<file path="src/rtl/router_vc_xy.sv">
// 5-port mesh router with two virtual channels per input, XY dimension-order
// routing, polarity-scheduled VC service and per-output round-robin arbitration.
// Port order: 0=PE, 1=W, 2=E, 3=S, 4=N. Single-flit packets.
// The output flit bus is named dout because "do" is a reserved word.
module router_vc_xy #(
    parameter int DATA_WIDTH   = 64,
    parameter int BUFFER_DEPTH = 2,
    parameter int COORD_W      = 4,
    parameter int ADDR_LSB     = 16,
    parameter int CUR_X        = 0,
    parameter int CUR_Y        = 0
) (
    input  logic                    clk,
    input  logic                    reset,
    output logic                    polarity,
    input  logic [4:0]              si,
    input  logic [5*DATA_WIDTH-1:0] di,
    output logic [9:0]              ri,
    output logic [4:0]              so,
    output logic [5*DATA_WIDTH-1:0] dout,
    input  logic [9:0]              ro
);

    localparam int PTR_W = (BUFFER_DEPTH > 1) ? $clog2(BUFFER_DEPTH) : 1;
    localparam int CNT_W = $clog2(BUFFER_DEPTH + 1);
    localparam logic [PTR_W-1:0]   PTR_LAST = PTR_W'(BUFFER_DEPTH - 1);
    localparam logic [CNT_W-1:0]   CNT_FULL = CNT_W'(BUFFER_DEPTH);
    localparam logic [COORD_W-1:0] CX       = COORD_W'(CUR_X);
    localparam logic [COORD_W-1:0] CY       = COORD_W'(CUR_Y);

    localparam logic [2:0] PORT_PE = 3'd0;
    localparam logic [2:0] PORT_W  = 3'd1;
    localparam logic [2:0] PORT_E  = 3'd2;
    localparam logic [2:0] PORT_S  = 3'd3;
    localparam logic [2:0] PORT_N  = 3'd4;

    logic [DATA_WIDTH-1:0] mem    [5][2][BUFFER_DEPTH];
    logic [PTR_W-1:0]      rd_ptr [5][2];
    logic [PTR_W-1:0]      wr_ptr [5][2];
    logic [CNT_W-1:0]      count  [5][2];
    logic [2:0]            rr_ptr [5];

    logic [DATA_WIDTH-1:0] head       [5];
    logic [2:0]            head_route [5];
    logic [4:0]            head_valid;
    logic [4:0]            ro_pol;
    logic [4:0]            grant_valid;
    logic [2:0]            grant_idx  [5];
    logic [4:0]            pop_sel;

    // XY routing: resolve X first, then Y, otherwise deliver locally
    function automatic logic [2:0] route_of(input logic [DATA_WIDTH-1:0] flit);
        logic [COORD_W-1:0] dx;
        logic [COORD_W-1:0] dy;
        dx = flit[ADDR_LSB +: COORD_W];
        dy = flit[ADDR_LSB+COORD_W +: COORD_W];
        if (dx > CX)      return PORT_E;
        else if (dx < CX) return PORT_W;
        else if (dy > CY) return PORT_N;
        else if (dy < CY) return PORT_S;
        else              return PORT_PE;
    endfunction

    function automatic logic [PTR_W-1:0] ptr_inc(input logic [PTR_W-1:0] p);
        return (p == PTR_LAST) ? '0 : p + PTR_W'(1);
    endfunction

    // Ready per input/VC: space left in that FIFO, held low during reset
    always_comb begin
        ri = '0;
        for (int i = 0; i < 5; i++) begin
            for (int v = 0; v < 2; v++) begin
                ri[2*i+v] = !reset && (count[i][v] < CNT_FULL);
            end
        end
    end

    // Head flit of the VC selected by the current polarity, with its route
    always_comb begin
        for (int i = 0; i < 5; i++) begin
            head[i]       = mem[i][polarity][rd_ptr[i][polarity]];
            head_valid[i] = (count[i][polarity] != '0);
            head_route[i] = route_of(head[i]);
        end
    end

    // Per-output round-robin search starting at that output's pointer
    always_comb begin
        logic [3:0] sum;
        logic [2:0] cand;
        sum         = '0;
        cand        = '0;
        grant_valid = '0;
        pop_sel     = '0;
        for (int o = 0; o < 5; o++) begin
            grant_idx[o] = '0;
            ro_pol[o]    = polarity ? ro[2*o+1] : ro[2*o];
            for (int k = 0; k < 5; k++) begin
                sum  = {1'b0, rr_ptr[o]} + 4'(k);
                cand = (sum >= 4'd5) ? 3'(sum - 4'd5) : sum[2:0];
                if (!grant_valid[o] && head_valid[cand] &&
                    head_route[cand] == 3'(o) && ro_pol[o]) begin
                    grant_valid[o] = 1'b1;
                    grant_idx[o]   = cand;
                end
            end
            if (grant_valid[o]) begin
                pop_sel[grant_idx[o]] = 1'b1;
            end
        end
    end

    // State update: polarity, output registers, RR pointers and FIFOs
    always_ff @(posedge clk) begin
        if (reset) begin
            polarity <= 1'b0;
            so       <= '0;
            dout     <= '0;
            for (int o = 0; o < 5; o++) begin
                rr_ptr[o] <= '0;
            end
            for (int i = 0; i < 5; i++) begin
                for (int v = 0; v < 2; v++) begin
                    rd_ptr[i][v] <= '0;
                    wr_ptr[i][v] <= '0;
                    count[i][v]  <= '0;
                end
            end
        end else begin
            polarity <= ~polarity;
            for (int o = 0; o < 5; o++) begin
                so[o] <= grant_valid[o];
                if (grant_valid[o]) begin
                    dout[o*DATA_WIDTH +: DATA_WIDTH] <= head[grant_idx[o]];
                    rr_ptr[o] <= (grant_idx[o] == 3'd4) ? 3'd0 : grant_idx[o] + 3'd1;
                end
            end
            for (int i = 0; i < 5; i++) begin
                for (int v = 0; v < 2; v++) begin
                    logic push;
                    logic pop;
                    push = si[i] && (di[i*DATA_WIDTH+DATA_WIDTH-1] == 1'(v)) &&
                           (count[i][v] < CNT_FULL);
                    pop  = pop_sel[i] && (polarity == 1'(v));
                    if (push) begin
                        mem[i][v][wr_ptr[i][v]] <= di[i*DATA_WIDTH +: DATA_WIDTH];
                        wr_ptr[i][v] <= ptr_inc(wr_ptr[i][v]);
                    end
                    if (pop) begin
                        rd_ptr[i][v] <= ptr_inc(rd_ptr[i][v]);
                    end
                    if (push && !pop) begin
                        count[i][v] <= count[i][v] + CNT_W'(1);
                    end else if (pop && !push) begin
                        count[i][v] <= count[i][v] - CNT_W'(1);
                    end
                end
            end
        end
    end

endmodule

</file>
<file path="config.mk">
export PLATFORM = sky130hd
export DESIGN_NAME = router_vc_xy
export DESIGN_NICKNAME = d
export VERILOG_FILES = /design/src/rtl/router_vc_xy.sv
export SDC_FILE = /design/constraint.sdc
export NUM_CORES = 2
export LEC_CHECK = 0
export ABC_AREA = 1
export ABC_CLOCK_PERIOD_IN_PS = 5940
export BUFFER_PORTS_ARGS = -buffer_cell sky130_fd_sc_hd__buf_2
export CAP_MARGIN = 20
export CORE_ASPECT_RATIO = 1.25
export CORE_UTILIZATION = 35
export CTS_CLUSTER_DIAMETER = 100
export DETAILED_ROUTE_END_ITERATION = 7
export HOLD_SLACK_MARGIN = 0.12
export PLACE_DENSITY = 0.59
export SYNTH_ARGS = -nofsm -noshare
export SYNTH_HDL_FRONTEND = slang
export SYNTH_SLANG_ARGS = --single-unit
</file>
<file path="constraint.sdc">
create_clock -name clk -period 5.94 [get_ports clk]
set_input_delay 0.297 -clock clk [delete_from_list [all_inputs] [get_ports clk]]
set_output_delay 0.297 -clock clk [all_outputs]
set_load 0.02 [all_outputs]
</file>
## Word level (Yosys, flattened, before mapping)

Memory sizes are Yosys's and may differ from the RTL's.
Index checks and enable logic that the tools add are counted.

| storage, ports and cells | value |
|---|---|
| flip-flop bits (word level) | 326 |
| RAM bits | 1,335 |
| bits of input ports | 337 |
| output and inout bits | 336 |
| word-level logic and storage cells | 1,132 |
| memories | 5 |

Memories:

| name | depth | width | read ports | clocked after Yosys merged registers in | write ports | RTL line | RTL |
|---|---|---|---|---|---|---|---|
| mem | 5 | 256 | 5 | 0 | 5 | 37 | `logic [DATA_WIDTH-1:0] mem [5][2][BUFFER_DEPTH];` |
| count | 5 | 4 | 5 | 0 | 5 | 40 | `logic [CNT_W-1:0] count [5][2];` |
| rr_ptr | 5 | 3 | 5 | 0 | 5 | 41 | `logic [2:0] rr_ptr [5];` |
| rd_ptr | 5 | 2 | 5 | 0 | 5 | 38 | `logic [PTR_W-1:0] rd_ptr [5][2];` |
| wr_ptr | 5 | 2 | 5 | 0 | 5 | 39 | `logic [PTR_W-1:0] wr_ptr [5][2];` |

| cells by class | value |
|---|---|
| $add $sub $neg | 90 |
| $lt $le $gt $ge | 146 |
| eq/ne operators | 25 |
| mux-type cells | 562 |
| bitwise gates (word level) | 101 |
| reductions and logical operators | 196 |

Operators with widths:

| kind | number |
|---|---|
| $mux W128 | 25 |
| $mux W64 | 35 |
| $bmux W64 S3 | 5 |
| $demux W64 S1 | 10 |
| $mux W3 | 125 |
| $mux W1 | 262 |
| $bmux W3 S3 | 25 |
| $logic_and A1 B1 Y1 | 145 |
| $ge A4 B4 Y1 const B | 30 |
| $lt A3 B4 Y1 const B | 30 |
| $not A3 Y4 | 30 |
| $ge A4 B3 Y1 const B | 20 |
| $mux W2 | 40 |
| $bmux W1 S3 | 25 |
| $sub A3 B3 Y3 const B | 25 |
| $or A1 B1 Y1 | 45 |
| $logic_not A1 Y1 | 41 |
| $add A3 B2 Y4 const B | 10 |
| $gt A4 B1 Y1 const B | 10 |
| $lt A4 B1 Y1 const B | 10 |
| $ge A2 B2 Y1 const B | 16 |
| $not A1 Y2 | 16 |
| $eq A3 B2 Y1 const B | 10 |
| $eq A3 B3 Y1 const B | 10 |
| other kinds (17) | 120 |

## Depth between registers and ports, before layout

| depth | value |
|---|---|
| depth after elaboration | 61 |
| mapped depth | 32 |
| gate-level depth less buffers | 30 |

## Least setup slack after synthesis

Ideal clock, no wire load.

| timing path | value |
|---|---|
| path kind | register -> register |
| start point | memory count[0][7] (netlist bit) |
| end point | memory mem[1][192] (netlist bit) (enable) |
| library setup time | 0.565 ns |
| arrival | 5.222 ns |
| required time | 5.375 ns |
| setup slack | 0.154 ns |
| stages on the path, launching flop included | 4 |
| path buffers | 0 |
| clock period less this slack | 5.786 ns |
| path through | edfxtp_1 > nor3_1 > inv_1 > nor3_1 |

RTL lines:

| item | RTL line |
|---|---|
| start, declared | 40 |
| end, declared | 37 |

## Final worst setup path

| timing path | value |
|---|---|
| start point | register polarity |
| end point | register dout[319] |

| on the way | value |
|---|---|
| longest elaborated chain between the ends | 44 |
| elaborated cells between the ends (all ways) | 174 |
| those cells by class | 20 x order compare; 5 x eq/ne; 119 x mux; 7 x bitwise; 23 x reduce/logical |

Ends and longest elaborated chain:

| item | RTL line | RTL |
|---|---|---|
| start, declared | 15 | `output logic polarity,` |
| start signal, assigned | 130 | `polarity <= ~polarity;` |
| $not A1 Y2 (implied by the code) | 81, 82 |  |
| $mux W1 (implied by the code) (3 in a row) | 81 | `head[i] = mem[i][polarity][rd_ptr[i][polarity]];` |
| $not A1 Y2 (implied by the code) | 81 |  |
| $mux W64 (implied by the code) (3 in a row) | 81 |  |
| $lt A4 B1 Y1 | 60 | `else if (dy < CY) return PORT_S;` |
| $mux W2 | 60 |  |
| $mux W3 | 59 | `else if (dy > CY) return PORT_N;` |
| $mux W3 | 58 | `else if (dx < CX) return PORT_W;` |
| [... 22 more ...] | - |  |
| $mux W1 | 101 | `if (!grant_valid[o] && head_valid[cand] &&` |
| $logic_not A1 Y1 | 101 |  |
| $logic_and A1 B1 Y1 (2 in a row) | 101 |  |
| $logic_and A1 B1 Y1 | 102 | `head_route[cand] == 3'(o) && ro_pol[o]) begin` |
| $mux W3 | 101 |  |
| $not A3 Y4 (implied by the code) | 134 | `dout[o*DATA_WIDTH +: DATA_WIDTH] <= head[grant_idx[o]];` |
| $bmux W64 S3 | 134 |  |
| $mux W64 (implied by the code) (2 in a row) | 134 |  |
| end signal, assigned by index | 134 |  |
| end, declared | 20 | `output logic [5*DATA_WIDTH-1:0] dout,` |

Several ways; a longest one is shown, not always the timed one. The select of a mux whose other input is x is not followed.
A chain may end at the register's enable or synchronous reset.

==> flow_summary_export.csv <==
group,metric,value,unit
synth,synth-simple-area-share,0.206,
synth,muxShareOfSynthArea,0.00807,
layout,drive_gt1_frac,0.142,
cts,post_cts_resized,0,
setup_path,path_buf_inv,2,
route,detail_route.wl_per_cell,25.7,um
synth,synth.cell_area,70700,um2
global_routing,grt_overflow,0,
global_routing,track_usage,0.269,
floorplan,initial_core_util,0.352,
place,dp_cells,10260,
synth,synth_top_family_by_area,"simple AND/OR/NAND/NOR gates",
setup_path,path_class,"flip-flop to flip-flop",
place,hpwl,201,mm
timing,setup_tns,0,ps
synth,async_flop_share,0,
timing,whs,197,ps
cts,numClockSinks,1525,
setup_path,rr_worst_depth,22,
synth,yosys_warnings,0,
route,avgViaCountPerCell,5.23,
cts,cts_root_buf,"clkbuf_16",
timing,hold_violations,0,
timing,skew,61.5,ps
setup_path,rr_startpoint,"polarity",
floorplan,io_pins,673,
setup_path,cp_slowest_cell,"dfxtp_4",
layout,multi_input_area,23100,um2
timing,finalSetupViolCount,0,
timing,grt_setup_unrepaired,"false",
timing,period_minus_slack,5440,ps
setup_path,reg2reg_slack,500,ps
floorplan,fp.dieArea,204000,um2
layout,final_nets,8427,
floorplan,core_area,201000,um2
setup_path,cp-endpoint,"dout[319]",
setup_path,critPathLaunch,"polarity",
setup_path,arrival,6190,ps
synth,synthDistinctLibCells,55,
floorplan,dieHeight,504,um
timing,period_share,0.917,
route,drt_wl_total,280,mm
synth,synth-edff-count,1329,
cts,cts_setup_buffers,0,
floorplan,dieWidth,404,um
cts,cts_hold_buf,327,
setup_path,crit_cells,22,
global_routing,antenna_found_initial,68,
synth,ys_seq_elements,1525,
cts,cts_tree,"done",
cts,clock_path_buffers,3,
timing,worst_slew_pin_slew,1230,ps
timing,finalMaxSlewViolations,0,
cts,cts_max_level,4,
route,drc_errors,0,
layout,n_fill_cell,19237,
status,outcome,"finished, final reports clean",
synth,synth_ff_type,"edfxtp_1",
setup_path,startpoint_type,"flip-flop",
layout,area_growth,20.6,%
timing,setup_ws,496,ps
setup_path,crit_chain,"inv_16 > nand2_1 > nand2_4 > nand2_1 > nand2_1 > nor2_2 > nand2_2 > nor2_4 > nand2_1 > nand3_1 > nand3_1 > a21oi_2 > nor2_4 > nand3_2 > nand2_1 > o21ai_4 > nand2_2 > buf_12 > or2_1 > nand4_1 > nand3_1 > nand2_1",
synth,synth_xor_area_frac,0.00235,
timing,fmax,184,MHz
setup_path,critPathMaxFanout,54,
place,port_buffers,538,
global_routing,first_global_vias,53523,
layout,regArea,43800,um2
job,max-cap-violations,0,
synth,syn_avg_cell_area,9.76,um2
setup_path,required,6680,ps
setup_path,cpMostUsedCell,"nand2_1",
min_path,hold_path_depth,2,
route,vias,57086,
timing,max_slew_margin,0.173,
place,pre_cts_slack,559,ps
min_path,hold_class,"input pin to flip-flop",
layout,instances_no_fill,10923,
setup_path,end_kind,"flip-flop",
setup_path,max_stage_delay,770,ps
route,drtIter0Drc,5506,
synth,syn_inst,7243,
synth,yosysSeqAreaShare,0.620,
setup_path,reg2reg_to,"dout[319]",
cts,cts_buffers,163,
global_routing,grt_first_pass_wirelength,392,mm
route,drt_first_pass_iters,6,
cts,clock_latency,850,ps
synth,synthAdderAreaFrac,0.00616,
cts,clk_pin_slew,60,ps
place,routabilityCongestion,0.964,
floorplan,row_count,184,
synth,synth_compound_area_frac,0.0938,
setup_path,crit_family,"simple AND/OR/NAND/NOR gates",
route,antenna_left,0,
global_routing,grt_max_degree,146,
final cells by class:
| type | count | area share |
|---|---|---|
| Timing Repair Buffer | 1066 | 0.0918 |
| Tap cell | 2697 | 0.0396 |
| Antenna cell | 33 | 0.000969 |
| Sequential cell | 1525 | 0.514 |
| Inverter | 414 | 0.0186 |
| Clock inverter | 95 | 0.0126 |
| Clock buffer | 206 | 0.0512 |
| Multi-Input combinational cell | 4887 | 0.271 |
worst reg2reg max path, cell delays in order (launching register included):
cell and delay [ps]:
dfxtp_4 770, inv_16 200, nand2_1 250, nand2_4 180, nand2_1 140, nand2_1 100
nor2_2 520, nand2_2 360, nor2_4 290, nand2_1 80, nand3_1 80, nand3_1 130
a21oi_2 280, nor2_4 100, nand3_2 110, nand2_1 130, o21ai_4 190, nand2_2 470
buf_12 360, or2_1 210, nand4_1 80, nand3_1 230, nand2_1 130
sequential cells by signal, indices dropped and copies added (netlist names):
register / cells
polarity: 1
dout: 192
so: 3
rd_ptr: 10
rr_ptr: 9
mem: 1280
count: 20
wr_ptr: 10
metal layers:
metal | vias to the layer above | wire length [um] | GRT usage
met5 | - | 342 | 0
met4 | 54 | 16900 | 0.143
met3 | 568 | 24300 | 0.0667
met2 | 2584 | 131000 | 0.438
met1 | 27622 | 108000 | 0.326
li1 | 26258 | - | -
layout by cell type (no fill, tap or decap), types with 31 or more instances in the layout:
master and count:
o211ai_1 278, nand4_1 57, buf_4 173, clkbuf_16 163
or2_2 60, dfxtp_1 195, clkbuf_1 31, dlygate4sd3_1 327
edfxtp_1 1329, mux2i_1 57, nor2_1 544, nand2_1 2259
a21oi_1 148, inv_1 391, diode_2 33, nand3_1 504
a31oi_1 59, buf_2 538, o21ai_0 457, conb_1 130
o21ai_1 56
per-stage QoR:
step | util | cell area [um2]
floorplan | - | 71200
global placement | 0.380 | 76400
detailed placement | 0.380 | 76400
CTS | 0.424 | 85100
global route | 0.424 | 85200
finish | 0.424 | 85200
worst min path at each step:
stage                     startpoint           to  slack [ps]
after floorplan                di[0]    mem[0][0]         400
after global placement      dout[21]     dout[21]         410
after detailed placement    dout[16]     dout[16]         410
after CTS                    di[305]  mem[4][177]         120
after global routing         di[105]  mem[1][233]         160
final                        di[109]   mem[1][45]         200
cell families (layout without fill, tap and decap cells):
kind of cell | Yosys count | count (layout)
other | 1 | 163
muxes | 57 | 57
xor gates and xnor gates | 19 | 19
AOI/OAI and AO/OA | 1101 | 1101
adders and majority gates | 33 | 33
DFF | 1525 | 1525
and+or+nand+nor | 3547 | 3547
buffers and inverters | 960 | 1781
cell usage after synthesis, types with 59 or more instances:
master | n | area share
o211ai_1 | 278 | 0.030
nor2_1 | 558 | 0.030
inv_1 | 392 | 0.021
edfxtp_1 | 1329 | 0.56
or2_2 | 60 | 0.0053
buf_4 | 160 | 0.017
clkbuf_1 | 254 | 0.013
nand3_1 | 504 | 0.036
a31oi_1 | 59 | 0.0052
o21ai_0 | 460 | 0.033
a21oi_1 | 148 | 0.010
dfxtp_1 | 196 | 0.056
buf_2 | 92 | 0.0065
nand2_1 | 2262 | 0.12
Power is left out: the tool's default activity adds up to more than one toggle a clock period on the data nets, which glitch-free logic cannot reach.
